<file path="src/rtl/proc_fetch_decode.sv">
// rtl/proc_fetch_decode.sv - instruction fetch/decode front end with program memory, stall, jump flush and halt
module proc_fetch_decode #(
  parameter int OPCODE_WIDTH = 6,
  parameter int MEM_WIDTH = 8,
  parameter int PROG_DEPTH = 64,
  parameter logic [OPCODE_WIDTH-1:0] HALT_OP = '1,
  parameter int PC_W = $clog2(PROG_DEPTH),
  parameter int INSTR_W = OPCODE_WIDTH + 3*(2+MEM_WIDTH)
) (
  input  logic                    clk,
  input  logic                    rst,
  input  logic                    load_en,
  input  logic [PC_W-1:0]         load_addr,
  input  logic [INSTR_W-1:0]      load_data,
  output logic                    load_err,
  input  logic                    run,
  input  logic                    stall,
  input  logic                    jump_en,
  input  logic [PC_W-1:0]         jump_addr,
  output logic [PC_W-1:0]         pc,
  output logic                    instr_valid,
  output logic [OPCODE_WIDTH-1:0] op_code,
  output logic [MEM_WIDTH-1:0]    source1_addr,
  output logic [MEM_WIDTH-1:0]    source2_addr,
  output logic [MEM_WIDTH-1:0]    dest_addr,
  output logic [1:0]              source1_choice,
  output logic [1:0]              source2_choice,
  output logic [1:0]              dest_choice,
  output logic                    halted
);

  localparam int FIELD_W = 2 + MEM_WIDTH;

  typedef enum logic [1:0] {S_IDLE, S_RUN, S_HALTED} state_t;

  state_t               state, state_nx;
  logic [INSTR_W-1:0]   mem [PROG_DEPTH];
  logic [INSTR_W-1:0]   instr_q;
  logic [INSTR_W-1:0]   fetch_word;
  logic [PC_W-1:0]      pc_nx;
  logic                 valid_nx;
  logic                 err_nx;
  logic                 capture;
  logic                 mem_we;
  logic                 fetch_is_halt;
  logic                 cur_is_halt;

  assign fetch_word    = mem[pc];
  assign fetch_is_halt = (fetch_word[INSTR_W-1 -: OPCODE_WIDTH] == HALT_OP);
  // The halt word spends exactly one cycle on the outputs before HALTED is entered.
  assign cur_is_halt   = instr_valid && (op_code == HALT_OP);

  always_comb begin
    state_nx = state;
    pc_nx    = pc;
    valid_nx = instr_valid;
    err_nx   = 1'b0;
    capture  = 1'b0;
    mem_we   = 1'b0;
    case (state)
      S_IDLE: begin
        mem_we   = load_en;
        valid_nx = 1'b0;
        if (run) begin
          state_nx = S_RUN;
          pc_nx    = '0;
        end
      end
      S_RUN: begin
        err_nx = load_en;
        if (cur_is_halt) begin
          state_nx = S_HALTED;
          valid_nx = 1'b0;
        end else if (jump_en) begin
          pc_nx    = jump_addr;
          valid_nx = 1'b0;
        end else if (!stall) begin
          capture  = 1'b1;
          valid_nx = 1'b1;
          if (!fetch_is_halt) pc_nx = pc + PC_W'(1);
        end
      end
      S_HALTED: begin
        err_nx   = load_en;
        valid_nx = 1'b0;
        if (!run) begin
          state_nx = S_IDLE;
          pc_nx    = '0;
        end
      end
      default: begin
        state_nx = S_IDLE;
        pc_nx    = '0;
        valid_nx = 1'b0;
      end
    endcase
  end

  always_ff @(posedge clk or negedge rst) begin
    if (!rst) state <= S_IDLE;
    else      state <= state_nx;
  end

  always_ff @(posedge clk or negedge rst) begin
    if (!rst) begin
      pc          <= '0;
      instr_valid <= 1'b0;
      load_err    <= 1'b0;
      instr_q     <= '0;
    end else begin
      pc          <= pc_nx;
      instr_valid <= valid_nx;
      load_err    <= err_nx;
      if (capture) instr_q <= fetch_word;
    end
  end

  // Program memory is deliberately left out of reset so a loaded program survives it.
  always_ff @(posedge clk) begin
    if (mem_we) mem[load_addr] <= load_data;
  end

  assign op_code        = instr_q[INSTR_W-1 -: OPCODE_WIDTH];
  assign dest_choice    = instr_q[3*FIELD_W-1 -: 2];
  assign dest_addr      = instr_q[3*FIELD_W-3 -: MEM_WIDTH];
  assign source1_choice = instr_q[2*FIELD_W-1 -: 2];
  assign source1_addr   = instr_q[2*FIELD_W-3 -: MEM_WIDTH];
  assign source2_choice = instr_q[FIELD_W-1 -: 2];
  assign source2_addr   = instr_q[MEM_WIDTH-1:0];
  assign halted         = (state == S_HALTED);

endmodule
</file>
<file path="config.mk">
export PLATFORM = sky130hd
export DESIGN_NAME = proc_fetch_decode
export DESIGN_NICKNAME = d
export VERILOG_FILES = /design/src/rtl/proc_fetch_decode.sv
export SDC_FILE = /design/constraint.sdc
export NUM_CORES = 2
export LEC_CHECK = 0
export CORE_MARGIN = 2
export CORE_UTILIZATION = 50
export DETAILED_ROUTE_END_ITERATION = 10
export DONT_BUFFER_PORTS = 1
export PLACE_DENSITY = 0.69
export SYNTH_ARGS = -nofsm -noshare
export SYNTH_HDL_FRONTEND = slang
export SYNTH_SLANG_ARGS = --single-unit
</file>
<file path="constraint.sdc">
create_clock -name clk -period 2.95 [get_ports clk]
set_input_delay 0.59 -clock clk [delete_from_list [all_inputs] [get_ports clk]]
set_output_delay 0.59 -clock clk [all_outputs]
set_load 0.03 [all_outputs]
</file>
Word level (Yosys, flattened, before mapping)
Memory sizes are Yosys's and may differ from the RTL's.
Cells that the tools add are included.
{"block": "totals", "output_inout_bits": 45, "regBits": 46, "mem_bits_rw": 2304, "memories": 1, "word_cells": 46}
{"name": "mem", "depth": 64, "word_bits": 36, "rd": 1, "rd_ports_with_merged_regs": 0, "wr": 1, "line_no": "37", "rtl": "logic [INSTR_W-1:0] mem [PROG_DEPTH];"}
{"block": "classes", "n_eq_ne": 11, "n_reduce_logical": 5, "mux": 23, "add_sub_neg": 1}
{"cell": "2-to-1 mux 6 bit", "n": 6}
{"cell": "case mux 6 bit (3 select lines)", "n": 1}
{"cell": "equality test 6 bit (second input constant)", "n": 2}
{"cell": "2-to-1 mux 1 bit", "n": 12}
{"cell": "!= test 2 bit (second input constant)", "n": 4}
{"cell": "adder 6 x 1 -> 6 bit (second input constant)", "n": 1}
{"cell": "2-to-1 mux 2 bit", "n": 3}
{"cell": "!= test 3 bit (second input constant)", "n": 2}
{"cell": "case mux 2 bit (3 select lines)", "n": 1}
{"cell": "AND reduction 5 bit", "n": 1}
{"cell": "!= test 4 bit (second input constant)", "n": 1}
{"cell": "AND reduction 3 bit", "n": 1}
{"cell": "equality test 2 x 1 -> 1 bit (second input constant)", "n": 1}
{"cell": "equality test 2 bit (second input constant)", "n": 1}
{"cell": "logical NOT 2 bit", "n": 1}
{"cell": "OR reduction 2 bit", "n": 1}
{"cell": "logical AND 1 bit", "n": 1}

Longest topological paths before layout
An unclocked memory read counts as a cell.
{"block": "logic_depth", "word_depth": 7, "mapped_depth": 13}

Worst setup path before layout
No wires, ideal clock.
{"block": "synth_path", "kind": "input to register", "from": "input port load_addr[5]", "to": "memory mem[39][0] (netlist bit) (enable)", "n_path_buf": 2, "stages": 4, "setup_ns": 0.429, "slack_ns": -0.433, "t_arrival_ns": 2.954, "cell_sequence": "clkbuf_1 > or3b_2 > clkbuf_1 > nor2_1"}
{"element": "from (decl)", "line_no": "13", "rtl": "input logic [PC_W-1:0] load_addr,"}
{"element": "to (decl)", "line_no": "37"}
No word-level cell before the write port.

Worst setup path after layout
{"block": "layout_path", "from": "register pc[1]", "to": "register pc[3]"}
{"block": "layout_between", "elab_chain_len": 6, "elab_cells_between_ends": 10, "classes_between": "add/sub (1); eq/ne (2); mux (5); reduce/logical (1); memory (1)"}
{"element": "from (decl)", "line_no": "20", "rtl": "output logic [PC_W-1:0] pc,"}
{"element": "from (signal assigned)", "line_no": "111", "rtl": "pc <= pc_nx;"}
{"element": "branches (longest 6 deep; another with memory read (64 x 36 bit))"}
Parallel ways; which one is timed is not known. The select of a mux whose other input is x is not followed.
A chain may end at the register's enable or synchronous reset.

==> run metrics <==
Syn Nets 3,788; Worst setup SP type register; r2r setup slk -0.19 ns; # DRC 0; sequential power share 41.7%; Switching Fraction 26.73%; Arrival @ worst endpoint 3.89 ns; Worst-path clk slew 0.07 ns; Gate power share 25.7%; DR vias 44,889; Num CTS Buffers 222; Place WS -0.5230 ns; via-per-instance ratio 6.624; global-route wire length before repair 349.5 mm; worst slew pin tran 1.024 ns; unrepaired setup endpoints after global routing true; ANT nets after route 0; Seq/Total Area, Yosys 78.34%; GRT overflow 0; Worst Hold Depth 1; most common cell after layout, fill and taps aside edfxtp_1; max frequency 318.8 MHz; final WL 259.8 mm; io pins 99; CTS Sinks 2,350; clk_lat worst skew 0.88 ns; Root Buffer Master clkbuf_16; CTS tree yes; # placed instances 6,207; Avg Cell Area, Syn 24.08 um2; cell count of the worst reg-to-reg path 13; Die Span Y 427.8 um; H-tree levels 4; Psw 24.36 mW; number of setup violations in the final report 30; Rows 155; Final nets 4,287; Pins Over Slew Limit 0; Core ar. 178,400 um2; hpwl dp 136.4 mm; share of layout cells above drive strength 1 36.85%; worst path required time 3.70 ns; min cycle time layout 3.136 ns; Clock Power Share 32.6%; ys flop type edfxtp_1; total of max-cap violations 0; Hold Crit Class input pin to register; routed len/inst 38.34 um; Hold Vio Cnt, Final 0; Synth Register Bits 2,350; Synth cell types 60; EDFF count, synth 2,304; total global-route track usage 27.86%; FF/Latch Area 70,350 um2; Pint 66.77 mW; cell taking the most area after synthesis edfxtp_1; status finished with violations; slew margin rel. 31.76%; initial antenna violation count 3; clock buffer depth 3; area occupied by multi-input gates 19,230 um2; DR iter-0 viols 7,443; asr flop ratio synth 1.957%; setup TNS -2.535 ns; critical path type register to register; final worst-path cycle share 106.3%; PortBufs 0; Area contributors post-synth edfxtp_1 77%, mux4_2 17%, dfrtp_1 1.3%; DRT Pass-1 Iters 5; die area 183,000 um2; Setup WS post-layout -0.1864 ns; Syn Std Cell Area 89,790 um2; area grow syn2layout 19.56%; Starting Density 50.32%; failing checks negative setup slack; GPL Wtd Cong 0.8507; YS warnings 0; pin count of the biggest net entering global routing 65; synthesized instance count 3,729; most frequent cells in the layout 2,304 x edfxtp_1, 689 x mux4_2, 252 x clkbuf_16, 190 x buf_4, 150 x buf_12; PwrDens 849.0 nW/um2; worst-path fanout max 7; Worst VDD drop 0.0006932 V; number of global-route vias before repair 43,929; fin util 60.16%; filler instances 11,885; final setup skew 0.05118 ns; Worst Setup End Kind register; die span in x 427.8 um; post-synth top area share 77.06%; non-filler cells, final 6,777; Lkg Pwr 33.49 nW
-- registers in the layout, summed over array words and instances, names as in the netlist --
signal and count:
state 2, pc 6, instr_valid 1, mem 2304, instr_q 36, load_err 1
-- stage by stage --
stage | hold WS [ns] | power [mW] | cell area, um2
6_report | 0.06454 | 91.13 | 107300
5_1_grt | 0.04373 | 93.57 | 107300
4_1_cts | 0.01479 | 89.28 | 106100
3_5_place_dp | 0.2968 | 57.47 | 96300
3_3_place_gp | 0.2968 | 57.34 | 96300
2_1_floorplan | 0.2944 | 52.10 | 90130
-- power by group through the flow --
stage               clock (mW)  combinational [mW]  sequential [mW]
floorplan                    0                13.6             38.5
finish                    29.7                23.4             38.0
global placement             0                18.6             38.8
detailed placement           0                18.7             38.8
global route              31.2                24.3             38.0
CTS                       29.9                21.4             38.0
-- worst max-delay path, stage by stage, from the launching register on --
cell       delay, ns
dfrtp_4         0.50
buf_12          0.16
bufbuf_16       0.28
buf_4           0.14
mux4_2          0.45
a221oi_2        0.29
a21oi_2         0.11
a32oi_1         0.19
buf_4           0.15
buf_4           0.12
nor4_2          0.05
buf_4           0.17
nor4_4          0.24
o32ai_2         0.13
-- repair_timing --
action | CTS | global route
buffers inserted | 35 | 26
endpoints found under the setup margin | 37 | 35
gates cloned | 15 | 34
gates resized for setup | 82 | 77
endpoints found under the hold margin | 2357 | 0
pin swaps | 16 | 18
hold buffers | 48 | 0
-- routing by layer --
metal  global-route usage, %  routed length (um)  vias up
met1                   38.17               91630    23991
met3                   6.571               32140      546
met5                       0                   0        -
li1                        -                   -    17080
met4                   8.620               10140        0
met2                   44.91              125900     3272
-- path summary, 6_finish.rpt --
path,startpoint,end
worst min register to register,state[1]$_DFFE_PN0P_,state[1]$_DFFE_PN0P_
worst max register to register,pc[1]$_DFFE_PN0P_,pc[3]$_DFFE_PN0P_
worst max-delay path,pc[1]$_DFFE_PN0P_,pc[3]$_DFFE_PN0P_
min in group asynchronous,rst,instr_q[13]$_DFFE_PN0P_
worst min-delay path,load_data[6],mem[13][6]$_DFFE_PP_
max in group asynchronous,rst,instr_q[14]$_DFFE_PN0P_
-- final cells by class --
class / instances / share of cell area (%)
flip-flops and latches: 2350 / 65.54
clock inverters: 143 / 1.624
diodes: 1 / 0.002331
repair buffers: 470 / 6.661
inverters: 10 / 0.04546
multi-input cells: 1174 / 17.91
clock buffers: 274 / 5.469
well taps: 2355 / 2.745
-- cell usage after synthesis (all sizes together) (4+ instances only) --
master,instances
mux4,689
nand3b,4
a221oi,10
and2,10
mux2i,73
nor3,10
nor2b,10
clkbuf,86
nor4,4
inv,9
nand2,135
o211ai,7
nor2,89
a211oi,4
edfxtp,2304
o22ai,8
a22oi,7
o32ai,5
o21ai,17
o221ai,10
dfrtp,46
a21oi,15
ha,5
nand3,11
mux2,9
buf,109
nand2b,4
-- logic make-up (layout without fill, tap and decap cells) --
family                   Yosys count  after routing  share of synthesized area, %
other                              0              1                             0
buffers and inverters            205            897                         1.119
multiplexers                     771            771                         18.21
flip-flops                      2350           2350                         78.34
AND/OR/NAND/NOR                  291            291                         1.392
AO/OA/AOI/OAI                    107            107                        0.8710
adder cells (fa/ha/maj)            5              5                       0.06968
Power figures use the tool's default switching activity.
